### src/rtl/fifo_pkg.sv
// Shared async-FIFO helpers: pointer depth default and Gray conversions.
// Used by both the read_empty and write_full pointer blocks.
package fifo_pkg;

  localparam int FIFO_DEPTH_BIT_DEF = 4;
  localparam int PTR_MAX_W = 32;

  function automatic logic [PTR_MAX_W-1:0] bin2gray(
    input logic [PTR_MAX_W-1:0] b
  );
    return b ^ (b >> 1);
  endfunction

  function automatic logic [PTR_MAX_W-1:0] gray2bin(
    input logic [PTR_MAX_W-1:0] g
  );
    logic [PTR_MAX_W-1:0] b;
    b[PTR_MAX_W-1] = g[PTR_MAX_W-1];
    for (int i = PTR_MAX_W-2; i >= 0; i--) begin
      b[i] = b[i+1] ^ g[i];
    end
    return b;
  endfunction

endpackage

### src/rtl/sync_2ff.sv
// Two-flop synchronizer for a Gray-coded pointer crossing clock domains.
// Both stages clear to zero on reset.
module sync_2ff #(
  parameter int W = 5
) (
  input  logic         clk,
  input  logic         rst_n,
  input  logic [W-1:0] d,
  output logic [W-1:0] q
);

  logic [W-1:0] s1_q;
  logic [W-1:0] s2_q;

  always_ff @(posedge clk or negedge rst_n) begin
    if (!rst_n) begin
      s1_q <= '0;
      s2_q <= '0;
    end else begin
      s1_q <= d;
      s2_q <= s1_q;
    end
  end

  assign q = s2_q;

endmodule

### src/rtl/read_empty.sv
// Read-side pointer logic of an async FIFO: read pointer,
// Gray export, empty / almost-empty flags and fill level.
module read_empty
  import fifo_pkg::*;
#(
  parameter int FIFO_DEPTH_BIT  = FIFO_DEPTH_BIT_DEF,
  parameter int ALMOST_EMPTY_TH = 2
) (
  input  logic                      r_clk,
  input  logic                      r_rst,
  input  logic                      r_en,
  input  logic [FIFO_DEPTH_BIT:0]   write_addr_gray,
  output logic                      flag_empty,
  output logic                      flag_almost_empty,
  output logic [FIFO_DEPTH_BIT-1:0] read_addr,
  output logic [FIFO_DEPTH_BIT:0]   read_addr_gray,
  output logic [FIFO_DEPTH_BIT:0]   r_level
);

  localparam int PW = FIFO_DEPTH_BIT + 1;

  logic [PW-1:0] wgray_s2;
  logic [PW-1:0] wbin;
  logic [PW-1:0] rbin_q;
  logic [PW-1:0] rbin_d;
  logic [PW-1:0] rgray_q;
  logic [PW-1:0] rgray_d;
  logic [PW-1:0] level_q;
  logic [PW-1:0] level_d;
  logic          empty_q;
  logic          empty_d;
  logic          aempty_q;
  logic          aempty_d;
  logic          accept;

  sync_2ff #(
    .W (PW)
  ) u_wsync (
    .clk   (r_clk),
    .rst_n (r_rst),
    .d     (write_addr_gray),
    .q     (wgray_s2)
  );

  // Flags look at the post-read pointer so the draining read
  // raises empty on the same edge it moves the Gray pointer.
  always_comb begin
    accept   = r_en & ~empty_q;
    rbin_d   = rbin_q + PW'(accept);
    rgray_d  = PW'(bin2gray(PTR_MAX_W'(rbin_d)));
    wbin     = PW'(gray2bin(PTR_MAX_W'(wgray_s2)));
    level_d  = wbin - rbin_d;
    empty_d  = (rgray_d == wgray_s2);
    aempty_d = (int'(level_d) <= ALMOST_EMPTY_TH);
  end

  always_ff @(posedge r_clk or negedge r_rst) begin
    if (!r_rst) begin
      rbin_q   <= '0;
      rgray_q  <= '0;
      level_q  <= '0;
      empty_q  <= 1'b1;
      aempty_q <= 1'b1;
    end else begin
      rbin_q   <= rbin_d;
      rgray_q  <= rgray_d;
      level_q  <= level_d;
      empty_q  <= empty_d;
      aempty_q <= aempty_d;
    end
  end

  assign flag_empty        = empty_q;
  assign flag_almost_empty = aempty_q;
  assign read_addr         = rbin_q[FIFO_DEPTH_BIT-1:0];
  assign read_addr_gray    = rgray_q;
  assign r_level           = level_q;

endmodule

### config.mk
export PLATFORM = sky130hd
export DESIGN_NAME = read_empty
export DESIGN_NICKNAME = d
export VERILOG_FILES = /design/src/rtl/fifo_pkg.sv /design/src/rtl/sync_2ff.sv /design/src/rtl/read_empty.sv
export SDC_FILE = /design/constraint.sdc
export NUM_CORES = 1
export LEC_CHECK = 0
export CAP_MARGIN = 20
export CORE_ASPECT_RATIO = 0.9
export CORE_MARGIN = 10
export CORE_UTILIZATION = 30
export DETAILED_ROUTE_END_ITERATION = 6
export SYNTH_ARGS = -nofsm -noshare
export SYNTH_HDL_FRONTEND = slang
export SYNTH_SLANG_ARGS = --single-unit
### constraint.sdc
create_clock -name r_clk -period 4.69 [get_ports r_clk]
set_clock_uncertainty 0.1 [all_clocks]
set_input_delay 0.938 -clock r_clk [delete_from_list [all_inputs] [get_ports r_clk]]
set_output_delay 0.938 -clock r_clk [all_outputs]
set_load 0.1 [all_outputs]
==> metrics, run 1 <==
Avg Cell Area, Syn 14.2 µm²; Core Region 0.00368 mm²; Final Non-Filler Cells 150; pre-CTS setup slack 1060 ps; setup TNS 0 ps; Mapped Cells 79; CP max FO 5; post-CTS setup repair buffer count 0; diode count 0; Post-Route WL 1990 µm; initial antenna violation count 0; # port buffers 23; number of global-route vias before repair 729; antenna-violating nets left 0; Max Root-Sink Buffers 2; Die Y 78.1 µm; Sink Count 26; drt drc 0; Tcrit/Tclk final 0.718; FMAX 0.297 GHz; Yosys top cell area share 0.534; Rel. slew slack 0.348; area leader, netlist dfrtp_1; setup slack after layout 1320 ps; Area Overhead vs Synth 28.6%; placed cell area 0.00141 mm²; most numerous cell in the Yosys netlist dfrtp_1; post-placement cell count 147; GP Congestion 0.782; H-tree levels 1; storage element area 653 µm²; Mapped Area 0.00112 mm²; r2r setup slk 1750 ps; Multi-input gate area 434 µm²; fin crit period 3370 ps; fin area 0.00145 mm²; Post-CTS Hold Buffers 0; measured slew at the worst slew-check pin 974 ps; # fillers 349; worst hold path endpoint u_wsync.q[3]; I/O Pins 24; asr flop ratio synth 1.00; Initial Util 0.306; Area contributors post-synth dfrtp_1 53%, xnor2_1 12%, ha_1 6.7%, dfstp_2 4.7%, xor2_1 4.7%; first-pass GRT wire length 3630 µm; startpoint types primary input; RSZ-0062 raised after global routing false; DP HPWL 1580 µm; Total Die Area 0.00660 mm²; Crit. End Element register; drt first pass iters 4; Die W 84.5 µm; clock slew at reported path FFs 80 ps; FF-to-FF End flag_almost_empty; hold crit path type reg -> reg; Post-synth EDFFs 0; CTS Root Cell clkbuf_8; Syn. warnings 0; top_reg_cell synth dfrtp_1; Resized cells post-CTS 0; number of buffers created by CTS 3; FF-to-FF path depth 9; Yosys cell types 21; setup violators final 0; reg2reg start u_wsync.q[4]; max_cap viols 0; Final Hold Viols 0; gr ovfl total 0; drt first-iter violations 11; vias per cell 4.23; clk_lat worst skew 260 ps; CTS tree yes; Post-Syn Nets 94; crit path kind in -> reg; layout cells sized above 1 0.0769; status completed; routed via count 634; Hold Path Depth 0; Yosys reg bits 26; row count 21; # nets final 121; Data arrival, critical path 3430 ps; wire per inst 13.2 µm; hold_sp u_wsync.s1_q[3]; Slew Limit Fails 0; GRT Overall Usage 0.0674; most common library cells after synthesis 24 x dfrtp_1, 15 x xnor2_1, 6 x ha_1, 6 x inv_1, 6 x xor2_1; post-synthesis sequential area ratio 0.581; largest net degree at the start of global routing 27; required time of the critical path 4750 ps
==> logic make-up (layout without fill, tap and decap cells) <==
logic type,count (synthesis),count (layout),synth area share
flops,26,26,0.581
xor+xnor,23,23,0.207
simple gates,8,8,0.0456
buf+inv,8,33,0.0334
fa+ha+maj,7,7,0.0845
compound gates,7,7,0.0489
==> layer usage <==
metal / global-route usage / up-vias / wire length (µm)
li1: - / 307 / -
met1: 0.0780 / 306 / 883
met2: 0.109 / 19 / 921
met3: 0.0310 / 2 / 166
met4: 0.0197 / 0 / 17
met5: 0 / - / 0
==> area by class of cell <==
type	instances	area share
clock buffers	3	0.0285
repair buffers	24	0.164
flip-flops and latches	26	0.452
multi-input cells	45	0.300
inverters	6	0.0156
well taps	46	0.0398
==> cells in the final DEF (no fill, tap or decap), drive strengths merged <==
cell type / n
a311oi: 1
a31oi: 1
xnor2: 15
nor2b: 2
inv: 6
xor3: 2
dfrtp: 24
ha: 6
nand3: 2
buf: 1
a2111oi: 1
a21oi: 2
nand2: 1
nand4: 1
xor2: 6
clkbuf: 3
clkdlybuf4s50: 23
dfstp: 2
fa: 1
a21o: 2
and4b: 1
and3b: 1
==> worst max-delay path: stages <==
cell	delay (ps)
clkdlybuf4s50_1	450
nor2b_1	180
ha_1	300
nand3_1	120
xor2_1	300
ha_1	320
a21o_1	180
a31oi_1	170
xnor2_1	120
a2111oi_2	350
==> how the worst max path moves through the flow <==
stage               from           endpoint  slack, ps
floorplan           r_en  flag_almost_empty       1720
global placement    r_en  flag_almost_empty       1130
detailed placement  r_en  flag_almost_empty       1060
CTS                 r_en  flag_almost_empty       1300
global route        r_en  flag_almost_empty       1050
finish              r_en  flag_almost_empty       1320
==> metrics by stage <==
| stage | util | hold WS, ps |
|---|---|---|
| 2_1_floorplan | - | 231 |
| 3_3_place_gp | 0.382 | 233 |
| 3_5_place_dp | 0.382 | 236 |
| 4_1_cts | 0.393 | 255 |
| 5_1_grt | 0.393 | 266 |
| 6_report | 0.393 | 255 |
==> state kept, by name, indices dropped and copies added (netlist names) <==
signal	cells
rbin_q	5
u_wsync.q	5
r_level	5
flag_empty	1
flag_almost_empty	1
u_wsync.s1_q	5
read_addr_gray	4
Power of run 1 is not shown: default switching activity piles up to over one toggle a cycle in this logic, so the estimate is an artifact.
==> run 2: changes to the inputs <==
==> constraint.sdc (replaced) <==
create_clock -name r_clk -period 3.26 [get_ports r_clk]
set_clock_uncertainty 0.1 [all_clocks]
set_input_delay 0.652 -clock r_clk [delete_from_list [all_inputs] [get_ports r_clk]]
set_output_delay 0.652 -clock r_clk [all_outputs]
set_load 0.1 [all_outputs]
==> metrics, run 2 (synthesis results as in run 1) <==
wire per inst 12.9 µm; status completed; Total Die Area 0.00660 mm²; Detail Route met2 WL 854 µm; drt first pass iters 2; CP Buf/Inv Count 1; startpoint types primary input; met3 WL 174 µm; layout cells sized above 1 0.259; Post-Route WL 1980 µm; Top cell by count, worst path ha_1; antenna-violating nets left 0; max_cap viols 0; measured slew at the worst slew-check pin 475 ps; Slew Limit Fails 0; Area Overhead vs Synth 29.7%; Crit. End Element register; initial antenna violation count 0; Core Region 0.00368 mm²; Tcrit/Tclk final 0.911; CP max FO 5; setup violators final 0; Rel. slew slack 0.681; most common cell after layout, fill and taps aside dfrtp_1; clk_lat worst skew 270 ps; r2r setup slk 320 ps; required time of the critical path 3330 ps; I/O Pins 24; slowest CP cell clkdlybuf4s50_1; clock slew at reported path FFs 80 ps; CTS tree yes; # nets final 124; Sink Count 26; CP cell instances clkdlybuf4s50_1 > nor2b_1 > ha_1 > nand3_1 > xor2_1 > ha_1 > a21o_1 > a31oi_1 > xnor2_1 > a2111oi_2; Resized cells post-CTS 0; Post-CTS Hold Buffers 0; routed via count 647; setup TNS 0 ps; GP Congestion 0.750; drt first-iter violations 17; Crit path largest cell delay 450 ps; Final Hold Viols 0; gr ovfl total 0; Die Y 78.1 µm; DP HPWL 1580 µm; number of global-route vias before repair 715; hold crit path type reg -> reg; M1 WL 947 µm; row count 21; largest net degree at the start of global routing 27; number of buffers created by CTS 3; crit path kind in -> reg; Data arrival, critical path 3040 ps; Top Family by Delay on Critical Path compound AO/OA/AOI/OAI gates; FMAX 0.337 GHz; post-CTS setup repair buffer count 0; Max Root-Sink Buffers 2; # port buffers 23; H-tree levels 1; CTS Root Cell clkbuf_8; RSZ-0062 raised after global routing false; GRT Overall Usage 0.0643; vias per cell 4.20; diode count 0; drt drc 0; Die W 84.5 µm; first-pass GRT wire length 3510 µm; most frequent cells in the layout 24 x dfrtp_1, 20 x buf_4, 15 x xnor2_1; Initial Util 0.306; Top Layer Used met4; fin crit period 2970 ps
-- run 2: changes by cell type in the layout (fill, tap and decap cells not counted) --
cell	before	now
clkdlybuf4s50_1	23	7
bufinv_16	0	1
buf_4	1	20
-- run 2: final timing paths --
path | startpoint | cells past startpoint | endpoint
min | u_wsync.s1_q[3] | 0 | u_wsync.q[3]
max reg2reg | u_wsync.q[4] | 9 | flag_almost_empty
max | r_en | 10 | flag_almost_empty
max in group asynchronous | r_rst | 2 | flag_empty
min reg2reg | u_wsync.s1_q[3] | 0 | u_wsync.q[3]
min in group asynchronous | r_rst | 2 | read_addr_gray[0]
-- run 2: through the flow --
step           instance area (µm²)  hold WS (ps)  worst slack (ps)   util  std cells
2_1_floorplan                 1120           231               336      -         79
3_3_place_gp                  1390           233               102  0.377        150
3_5_place_dp                  1390           236              10.1  0.377        150
4_1_cts                       1460           257               250  0.397        154
5_1_grt                       1460           262              63.2  0.397        154
6_report                      1460           254               289  0.397        154
-- run 2: per-layer routing --
layer  GRT usage  up-vias
li1            -      317
met1      0.0810      306
met2      0.0943       22
met3      0.0382        2
met4     0.00987        0
met5           0        -
-- run 2: final cells by class --
cell class              instances  area, µm²
fillers                       352       2220
well taps                      46       57.6
clock inverters                 1       30.0
inverters                       6       22.5
clock buffers                   3       41.3
multi-input cells              45        434
flip-flops and latches         26        653
repair buffers                 27        220
Power of run 2 is left out for the same reason.
==> run 3: changes to the inputs <==
--- a/config.mk
+++ b/config.mk
@@ -5,6 +5,7 @@
 export SDC_FILE = /design/constraint.sdc
 export NUM_CORES = 1
 export LEC_CHECK = 0
+export ABC_AREA = 1
 export CAP_MARGIN = 20
 export CORE_ASPECT_RATIO = 0.9
 export CORE_MARGIN = 10
==> metrics, run 3 <==
r2r setup slk 770 ps; layout cells sized above 1 0.299; slowest CP cell clkdlybuf4s50_1; Top Family by Delay on Critical Path simple AND/OR/NAND/NOR gates; CP cell instances clkdlybuf4s50_1 > inv_1 > nor2_1 > ha_1 > nand2_4 > nand2_1 > nand2_2 > ha_1 > a21oi_1 > nand2_1 > xor2_1 > nor2_1 > nand3_1 > nor2_2; wire per inst 11.7 µm; setup slack after layout 588 ps; largest net degree at the start of global routing 27; row count 22; Total Die Area 0.00733 mm²; Tcrit/Tclk final 0.820; number of global-route vias before repair 919; # nets final 184; Area Overhead vs Synth 22.6%; first-pass GRT wire length 4150 µm; Crit. End Element register; pre-CTS setup slack 299 ps; Die Y 82.2 µm; vias per cell 4.43; clock slew at reported path FFs 80 ps; setup violators final 0; Resized cells post-CTS 0; DP HPWL 2000 µm; routed via count 952; clk_lat worst skew 270 ps; Post-CTS Hold Buffers 0; Yosys cell types 20; number of buffers created by CTS 3; Yosys reg bits 26; crit path kind in -> reg; measured slew at the worst slew-check pin 346 ps; Core Region 0.00413 mm²; most common library cells after synthesis 35 x nand2_1, 24 x dfrtp_1, 17 x inv_1, 17 x nand2_2, 14 x nand3_1; setup TNS 0 ps; Post-Syn Nets 156; Mapped Cells 141; reg2reg start u_wsync.q[3]; H-tree levels 1; Avg Cell Area, Syn 9.16 µm²; Data arrival, critical path 2780 ps; required time of the critical path 3370 ps; Area contributors post-synth dfrtp_1 47%, nand2_1 10%, nand2_2 8.2%, ha_1 5.8%, nand3_1 5.4%; RSZ-0062 raised after global routing false; Mapped Area 0.00129 mm²; Yosys top cell area share 0.465; post-synthesis sequential area ratio 0.506; status completed; max_cap viols 0; hold crit path type reg -> reg; drt drc 0; Critical Path Source r_en; I/O Pins 24; Initial Util 0.313; hold_sp u_wsync.s1_q[0]; GP Congestion 0.817; # port buffers 23; Die W 89.2 µm; Syn. warnings 0; Final Hold Viols 0; most numerous cell in the Yosys netlist nand2_1; Sink Count 26; antenna-violating nets left 0; area leader, netlist dfrtp_1; initial antenna violation count 0; diode count 0; startpoint types primary input; fin crit period 2670 ps; post-CTS setup repair buffer count 0; CP Buf/Inv Count 2; Rel. slew slack 0.769; drt first-iter violations 25; top_reg_cell synth dfrtp_1; FMAX 0.374 GHz; asr flop ratio synth 1.00; most common cell after layout, fill and taps aside nand2_1; CP max FO 5; Max Root-Sink Buffers 2; Slew Limit Fails 0; CTS Root Cell clkbuf_8; CTS tree yes; Post-Route WL 2530 µm; worst-case hold slack 254 ps; most frequent cells in the layout 35 x nand2_1, 24 x dfrtp_1, 17 x inv_1, 17 x nand2_2, 17 x buf_4; drt first pass iters 4; gr ovfl total 0; GRT Overall Usage 0.0729; Post-synth EDFFs 0; Crit path largest cell delay 450 ps
## run 3: path summary, 6_finish.rpt
check | endpoint | depth (start not counted)
worst max-delay path | flag_almost_empty | 14
worst min-delay path | u_wsync.q[0] | 0
worst max register to register | flag_almost_empty | 14
worst min register to register | u_wsync.q[0] | 0
max in group asynchronous | flag_almost_empty | 2
min in group asynchronous | r_level[1] | 2
## run 3: final cells by class
class,instances,area (µm²)
Sequential cell,26,653
Fill cell,426,2550
Inverter,19,71.3
Clock buffer,3,41.3
Multi-Input combinational cell,95,559
Tap cell,48,60.1
Timing Repair Buffer,24,198
## run 3: worst register-to-register path, cell delays in order (launching register included)
cell	delay (ps)
dfrtp_1	400
inv_1	70
nand2_1	60
nand3_1	120
nand2_2	140
xor2_2	250
xor2_1	190
ha_1	160
inv_1	60
fa_1	490
inv_1	80
nor2_1	40
nor2_1	90
nand3_1	80
nor2_2	110
## run 3: per-layer routing
| layer | track usage | vias up | routed length (µm) |
|---|---|---|---|
| li1 | - | 488 | - |
| met1 | 0.0854 | 437 | 1100 |
| met2 | 0.112 | 22 | 1180 |
| met3 | 0.0362 | 5 | 216 |
| met4 | 0.0286 | 0 | 31 |
| met5 | 0 | - | 0 |
## run 3: logic make-up (layout without fill, tap and decap cells)
family | count (synthesis) | in the layout | share of synthesized area
and+or+nand+nor | 81 | 81 | 0.312
DFF | 26 | 26 | 0.506
buffers and inverters | 20 | 46 | 0.0610
adders and majority gates | 7 | 7 | 0.0736
xor gates and xnor gates | 4 | 4 | 0.0330
AOI/OAI and AO/OA | 3 | 3 | 0.0145
## run 3: per-stage QoR
step / utilization / instance area, µm² / cells
2_1_floorplan: - / 1290 / 141
3_3_place_gp: 0.373 / 1540 / 212
3_5_place_dp: 0.373 / 1540 / 212
4_1_cts: 0.383 / 1580 / 215
5_1_grt: 0.383 / 1580 / 215
6_report: 0.383 / 1580 / 215
Power of run 3 is left out for the same reason.
